**src/rtl/sync_fifo_pkg.sv**
```systemverilog
// Shared helpers for the single-clock FIFO.
package sync_fifo_pkg;

    // Pointer/count width: address bits plus one wrap bit.
    function automatic int unsigned ptr_w(input int unsigned depth);
        return $clog2(depth) + 1;
    endfunction

endpackage

```
**src/rtl/fifo_ptr.sv**
```systemverilog
// Binary wrap counter used as a FIFO read or write pointer.
module fifo_ptr #(
    parameter int unsigned WIDTH = 5
) (
    input  logic             clk,
    input  logic             reset,
    input  logic             clr,
    input  logic             en,
    output logic [WIDTH-1:0] ptr
);

    logic [WIDTH-1:0] r_ptr;

    always_ff @(posedge clk or posedge reset) begin
        if (reset) begin
            r_ptr <= '0;
        end else if (clr) begin
            r_ptr <= '0;
        end else if (en) begin
            r_ptr <= r_ptr + WIDTH'(1);
        end
    end

    assign ptr = r_ptr;

endmodule

```
**src/rtl/sync_fifo.sv**
```systemverilog
// Single-clock show-ahead FIFO with occupancy count, threshold flags and sticky error flags.
module sync_fifo
    import sync_fifo_pkg::*;
#(
    parameter int unsigned DATA_WIDTH = 8,
    parameter int unsigned DEPTH      = 16,
    parameter int unsigned AF_LEVEL   = DEPTH - 2,
    parameter int unsigned AE_LEVEL   = 2
) (
    input  logic                     clk,
    input  logic                     reset,
    input  logic                     clr,
    input  logic [DATA_WIDTH-1:0]    din,
    input  logic                     wr,
    input  logic                     rd,
    output logic [DATA_WIDTH-1:0]    dout,
    output logic                     full,
    output logic                     empty,
    output logic                     almost_full,
    output logic                     almost_empty,
    output logic [ptr_w(DEPTH)-1:0]  count,
    output logic                     overflow,
    output logic                     underflow
);

    localparam int unsigned PW = ptr_w(DEPTH);
    localparam int unsigned AW = PW - 1;
    localparam logic [PW-1:0] AF_CMP = PW'(AF_LEVEL);
    localparam logic [PW-1:0] AE_CMP = PW'(AE_LEVEL);

    if ((DEPTH < 2) || ((DEPTH & (DEPTH - 1)) != 0)) begin : g_bad_depth
        $error("sync_fifo: DEPTH must be a power of 2 and at least 2");
    end
    if ((AF_LEVEL < 1) || (AF_LEVEL > DEPTH)) begin : g_bad_af
        $error("sync_fifo: AF_LEVEL out of range 1..DEPTH");
    end
    if (AE_LEVEL > DEPTH - 1) begin : g_bad_ae
        $error("sync_fifo: AE_LEVEL out of range 0..DEPTH-1");
    end

    logic [PW-1:0]         w_wr_ptr;
    logic [PW-1:0]         w_rd_ptr;
    logic                  w_full;
    logic                  w_empty;
    logic                  w_wr_en;
    logic                  w_rd_en;
    logic [PW-1:0]         r_count;
    logic                  r_overflow;
    logic                  r_underflow;
    logic [DATA_WIDTH-1:0] r_mem [DEPTH];

    assign w_full  = (w_wr_ptr[AW] != w_rd_ptr[AW]) && (w_wr_ptr[AW-1:0] == w_rd_ptr[AW-1:0]);
    assign w_empty = (w_wr_ptr == w_rd_ptr);
    // clr wins over both requests, so neither pointer nor storage moves on a flush.
    assign w_wr_en = wr & ~w_full & ~clr;
    assign w_rd_en = rd & ~w_empty & ~clr;

    fifo_ptr #(
        .WIDTH (PW)
    ) u_wr_ptr (
        .clk   (clk),
        .reset (reset),
        .clr   (clr),
        .en    (w_wr_en),
        .ptr   (w_wr_ptr)
    );

    fifo_ptr #(
        .WIDTH (PW)
    ) u_rd_ptr (
        .clk   (clk),
        .reset (reset),
        .clr   (clr),
        .en    (w_rd_en),
        .ptr   (w_rd_ptr)
    );

    always_ff @(posedge clk or posedge reset) begin
        if (reset) begin
            for (int i = 0; i < int'(DEPTH); i++) begin
                r_mem[i] <= '0;
            end
        end else if (w_wr_en) begin
            r_mem[w_wr_ptr[AW-1:0]] <= din;
        end
    end

    always_ff @(posedge clk or posedge reset) begin
        if (reset) begin
            r_count <= '0;
        end else if (clr) begin
            r_count <= '0;
        end else if (w_wr_en && !w_rd_en) begin
            r_count <= r_count + PW'(1);
        end else if (w_rd_en && !w_wr_en) begin
            r_count <= r_count - PW'(1);
        end
    end

    always_ff @(posedge clk or posedge reset) begin
        if (reset) begin
            r_overflow  <= 1'b0;
            r_underflow <= 1'b0;
        end else if (clr) begin
            r_overflow  <= 1'b0;
            r_underflow <= 1'b0;
        end else begin
            if (wr && w_full) begin
                r_overflow <= 1'b1;
            end
            if (rd && w_empty) begin
                r_underflow <= 1'b1;
            end
        end
    end

    assign dout         = r_mem[w_rd_ptr[AW-1:0]];
    assign full         = w_full;
    assign empty        = w_empty;
    assign almost_full  = (r_count >= AF_CMP);
    assign almost_empty = (r_count <= AE_CMP);
    assign count        = r_count;
    assign overflow     = r_overflow;
    assign underflow    = r_underflow;

    // The registered count must track the pointer difference modulo 2*DEPTH.
    a_count_matches_ptrs : assert property (
        @(posedge clk) disable iff (reset) (r_count == (w_wr_ptr - w_rd_ptr))
    );

endmodule

```
**config.mk**
```make
export PLATFORM = sky130hd
export DESIGN_NAME = sync_fifo
export DESIGN_NICKNAME = d
export VERILOG_FILES = /design/src/rtl/sync_fifo_pkg.sv /design/src/rtl/fifo_ptr.sv /design/src/rtl/sync_fifo.sv
export SDC_FILE = /design/constraint.sdc
export NUM_CORES = 1
export LEC_CHECK = 0
export BUFFER_PORTS_ARGS = -buffer_cell sky130_fd_sc_hd__buf_2
export CAP_MARGIN = 20
export CORE_MARGIN = 4
export CORE_UTILIZATION = 62
export DETAILED_ROUTE_END_ITERATION = 6
export GPL_ROUTABILITY_DRIVEN = 1
export PLACE_DENSITY_LB_ADDON = 0.05
export SKIP_LAST_GASP = 1
export SYNTH_ARGS = -nofsm -noshare
export SYNTH_HDL_FRONTEND = slang
export SYNTH_SLANG_ARGS = --single-unit
```
**constraint.sdc**
```tcl
create_clock -name clk -period 4.87 [get_ports clk]
set_clock_uncertainty 0.15 [all_clocks]
set_input_delay 0.487 -clock clk [delete_from_list [all_inputs] [get_ports clk]]
set_output_delay 0.487 -clock clk [all_outputs]
set_load 0.02 [all_outputs]
```
==> summary.txt <==
======================================================================================
Cell area after synthesis                                                    7153 um^2
Sequential fraction of the synthesis area                                       0.5073
Overall die width                                                             115.4 um
Worst slack on hold paths                                                    0.1089 ns
Remaining number of nets flagged by the antenna check after routing                  0
Power share of the sequential group                                              0.403
Critical path origin                                                      u_rd_ptr.ptr[3]$_DFFE_PP0P_
Worst Setup End Kind                                                              flop
Post-synth EDFFs                                                                     0
Library cell used as clock root buffer                                    sky130_fd_sc_hd__clkbuf_16
H-Tree Depth                                                                         4
Ys flop type                                                              sky130_fd_sc_hd__dfrtp_1
Number of vias per cell after detailed routing                                   6.212
Share of synthesized flip-flops with an asynchronous set or reset                1.000
Leakage                                                                       3.714 nW
Global placer's final weighted congestion                                       0.8523
Final design utilization                                                        0.7158
Startpoint-to-endpoint class of the critical path                           reg -> reg
Number of inserted diodes                                                            0
Post-detailed-route DRC marker count                                                 0
Worst min path class                                                       in -> async
Post-layout worst setup margin                                                1.126 ns
Largest net degree at the start of global routing                                  108
Total clock sinks                                                                  145
Worst-case headroom to the max-slew limit                                       0.2698
Element type at the critical path start                                           flop
Instance area at placement                                                   7342 um^2
Layout cell share with drive strength beyond 1                                  0.4485
Outcome                                                                   complete, no violations
Pre-CTS worst setup slack                                                     1.230 ns
Total Die Area                                                              13320 um^2
Final period util                                                               0.7689
Overall track demand over capacity in global routing                            0.2521
Crit path required time                                                        5.03 ns
Pre-antenna DRT Iters                                                                4
Vert. Die Dim                                                                 115.4 um
Biggest area consumer among synthesized cells                             sky130_fd_sc_hd__dfrtp_1
Number of buffers added by the clock tree synthesis step                            17
Total routed wirelength                                                       15.11 mm
Clock slew at the register clock pins of the worst setup and hold paths        0.06 ns
Switching component of the power                                              1.001 mW
Number of cells upsized or downsized after cts                                       0
Tmin final                                                                    3.744 ns
Worst-path cell chain                                                     xnor2_1, nand4_4, o21ai_0, nand3b_1, fa_1, a21o_1, a21oi_1, nor2b_1, a32oi_1, mux2_2
Launch point of the worst reg-to-reg path                                 u_rd_ptr.ptr[3]$_DFFE_PP0P_
Final HPWL from detailed placement                                            9.570 mm
Post-route cell area                                                         7930 um^2
Proportion of total power due to net switching                                  0.2887
Setup violations, final                                                              0
Power density cells                                                       437.2 nW/um^2
Total Neg Setup Slack                                                             0 ns
Clock latency of the later-clocked register in the worst-skew pair             0.43 ns
Seq cells post-synth                                                               145
Top-area cell type share of the netlist area                                    0.5073
Number of buffers added on ports                                                    31
Largest driver fanout on the critical path                                          19
Row count                                                                           38
Number of vias in the routed layout                                               4125
Number of max-slew violations in the final report                                    0
Antenna violations before repair                                                     0
Non-filler instance count after layout                                             664
Comb pwr share                                                                   0.223
Wire length of the first global-routing pass                                  24.61 mm
Vias in the first global route                                                    4477
Layout overhead on the synthesized area                                         10.86%
Boundary pin count                                                                  32
Initial core utilization                                                        0.6457
Transition time at the pin with the least slew margin                         1.091 ns
Delay contributed by the slowest stage of the critical path                    0.62 ns
Most common library cells after synthesis                                 sky130_fd_sc_hd__dfrtp_1 (145), sky130_fd_sc_hd__mux2_2 (113), sky130_fd_sc_hd__mux4_2 (28)
Global route total overflow                                                          0
Internal power contribution                                                   2.466 mW
Largest cells by area after synthesis                                     sky130_fd_sc_hd__dfrtp_1 (51%), sky130_fd_sc_hd__mux2_2 (18%), sky130_fd_sc_hd__mux4_2 (8.8%)
Hold violation total from the final report                                           0
Nets                                                                               534
Number of buffers between clock root and the deepest sink                            2
Post-synthesis cell type count                                                      45
Maximum capacitance violations                                                       0
Post-CTS Setup Bufs                                                                  0
Core area                                                                   11080 um^2
Worst vdd rail ir drop                                                       0.5158 mV
RSZ-0062 raised after global routing                                             false
Warning count from the yosys run                                                     0
Post-Place Cells                                                                   632
Clk pwr share                                                                    0.374
Clock tree from TritonCTS                                                          yes
PnR Total Power                                                               3.467 mW
Post-synth net total                                                               513
Hold Buf Count CTS                                                                   0
WL/cell                                                                       22.75 um
Most repeated cell in the gate-level netlist after synthesis              sky130_fd_sc_hd__dfrtp_1
Mean post-synth cell area                                                   14.60 um^2
Maximum frequency from static timing analysis                                267.1 MHz
Crit path arrival time                                                         3.90 ns
Worst path slowest cell                                                   sky130_fd_sc_hd__dfrtp_1
Number of instances in the synthesized netlist                                     490
Starting DRT DRC Count                                                             294
======================================================================================
## cell type report
| cell class | instances | area (um^2) |
|---|---|---|
| Sequential cell | 145 | 3630 |
| Multi-Input combinational cell | 309 | 3336 |
| Fill cell | 726 | 3148 |
| Clock buffer | 21 | 460.4 |
| Timing Repair Buffer | 35 | 185.2 |
| Tap cell | 140 | 175.2 |
| Clock inverter | 11 | 127.6 |
| Inverter | 3 | 16.27 |
## routing by layer
layer  share of wire  wire [um]  global-route usage
met1            0.44       6611              0.3392
met2            0.49       7350              0.3985
met3           0.051        768             0.06005
met4           0.025        379              0.1056
met5               0          0                   0
## state kept, by name, indices dropped and copies added, names as in the netlist
signal,flops
u_wr_ptr.ptr,5
overflow,1
u_rd_ptr.ptr,5
r_mem,128
count,5
underflow,1
## power by group through the flow
stage / clock network (mW) / logic, mW / registers (mW)
after floorplan: 0 / 0.568 / 1.41
after global placement: 0 / 0.762 / 1.41
after detailed placement: 0 / 0.777 / 1.41
final: 1.30 / 0.774 / 1.40
after global routing: 1.37 / 0.834 / 1.41
after CTS: 1.32 / 0.782 / 1.40
## cell usage in the layout, fill, tap and decap left out, drive strengths merged
master / instances
clkbuf: 21
nor3: 4
xnor2: 10
clkinv: 4
fa: 1
a32oi: 1
dfrtp: 145
o2bb2ai: 1
bufinv: 2
clkinvlp: 2
o21ai: 6
nand3b: 1
nand4: 3
nand2: 7
a21o: 1
nor2: 26
a2111oi: 1
mux2: 130
or4: 4
xor2: 6
nand3: 1
o211ai: 4
nor2b: 15
buf: 35
or3: 1
ha: 9
inv: 6
o41ai: 1
and4: 1
a31o: 1
and3: 2
nand2b: 3
a211oi: 8
mux2i: 14
mux4: 32
a21oi: 15
## path summary, 6_finish.rpt
check | to | depth (start not counted) | slack, ns
worst max-delay path | count[4]$_DFFE_PP0P_ | 10 | 1.13
worst min-delay path | r_mem[110]$_DFFE_PP0P_ | 2 | 0.11
worst max register to register | count[4]$_DFFE_PP0P_ | 10 | 1.13
worst min register to register | r_mem[83]$_DFFE_PP0P_ | 1 | 0.35
max in group asynchronous | r_mem[8]$_DFFE_PP0P_ | 3 | 3.43
min in group clk | overflow$_DFFE_PP0P_ | 3 | 0.29
## cells by family (layout without fill, tap and decap cells)
kind of cell,count (synthesis),after routing,share of synthesized area
fa+ha+maj,10,10,0.01854
buf+inv,36,70,0.02641
simple gates,68,68,0.05457
xor+xnor,16,16,0.02327
compound gates,39,39,0.03446
mux,176,176,0.3355
flops,145,145,0.5073
## worst max-delay path: cells and delay by family, from the launching register on
kind,cells,cell delay [ns]
fa+ha+maj,1,0.48
xor+xnor,1,0.43
mux,1,0.35
flops,1,0.62
simple gates,3,0.59
compound gates,4,0.99
Note: power is estimated with default switching activity, not from simulation.
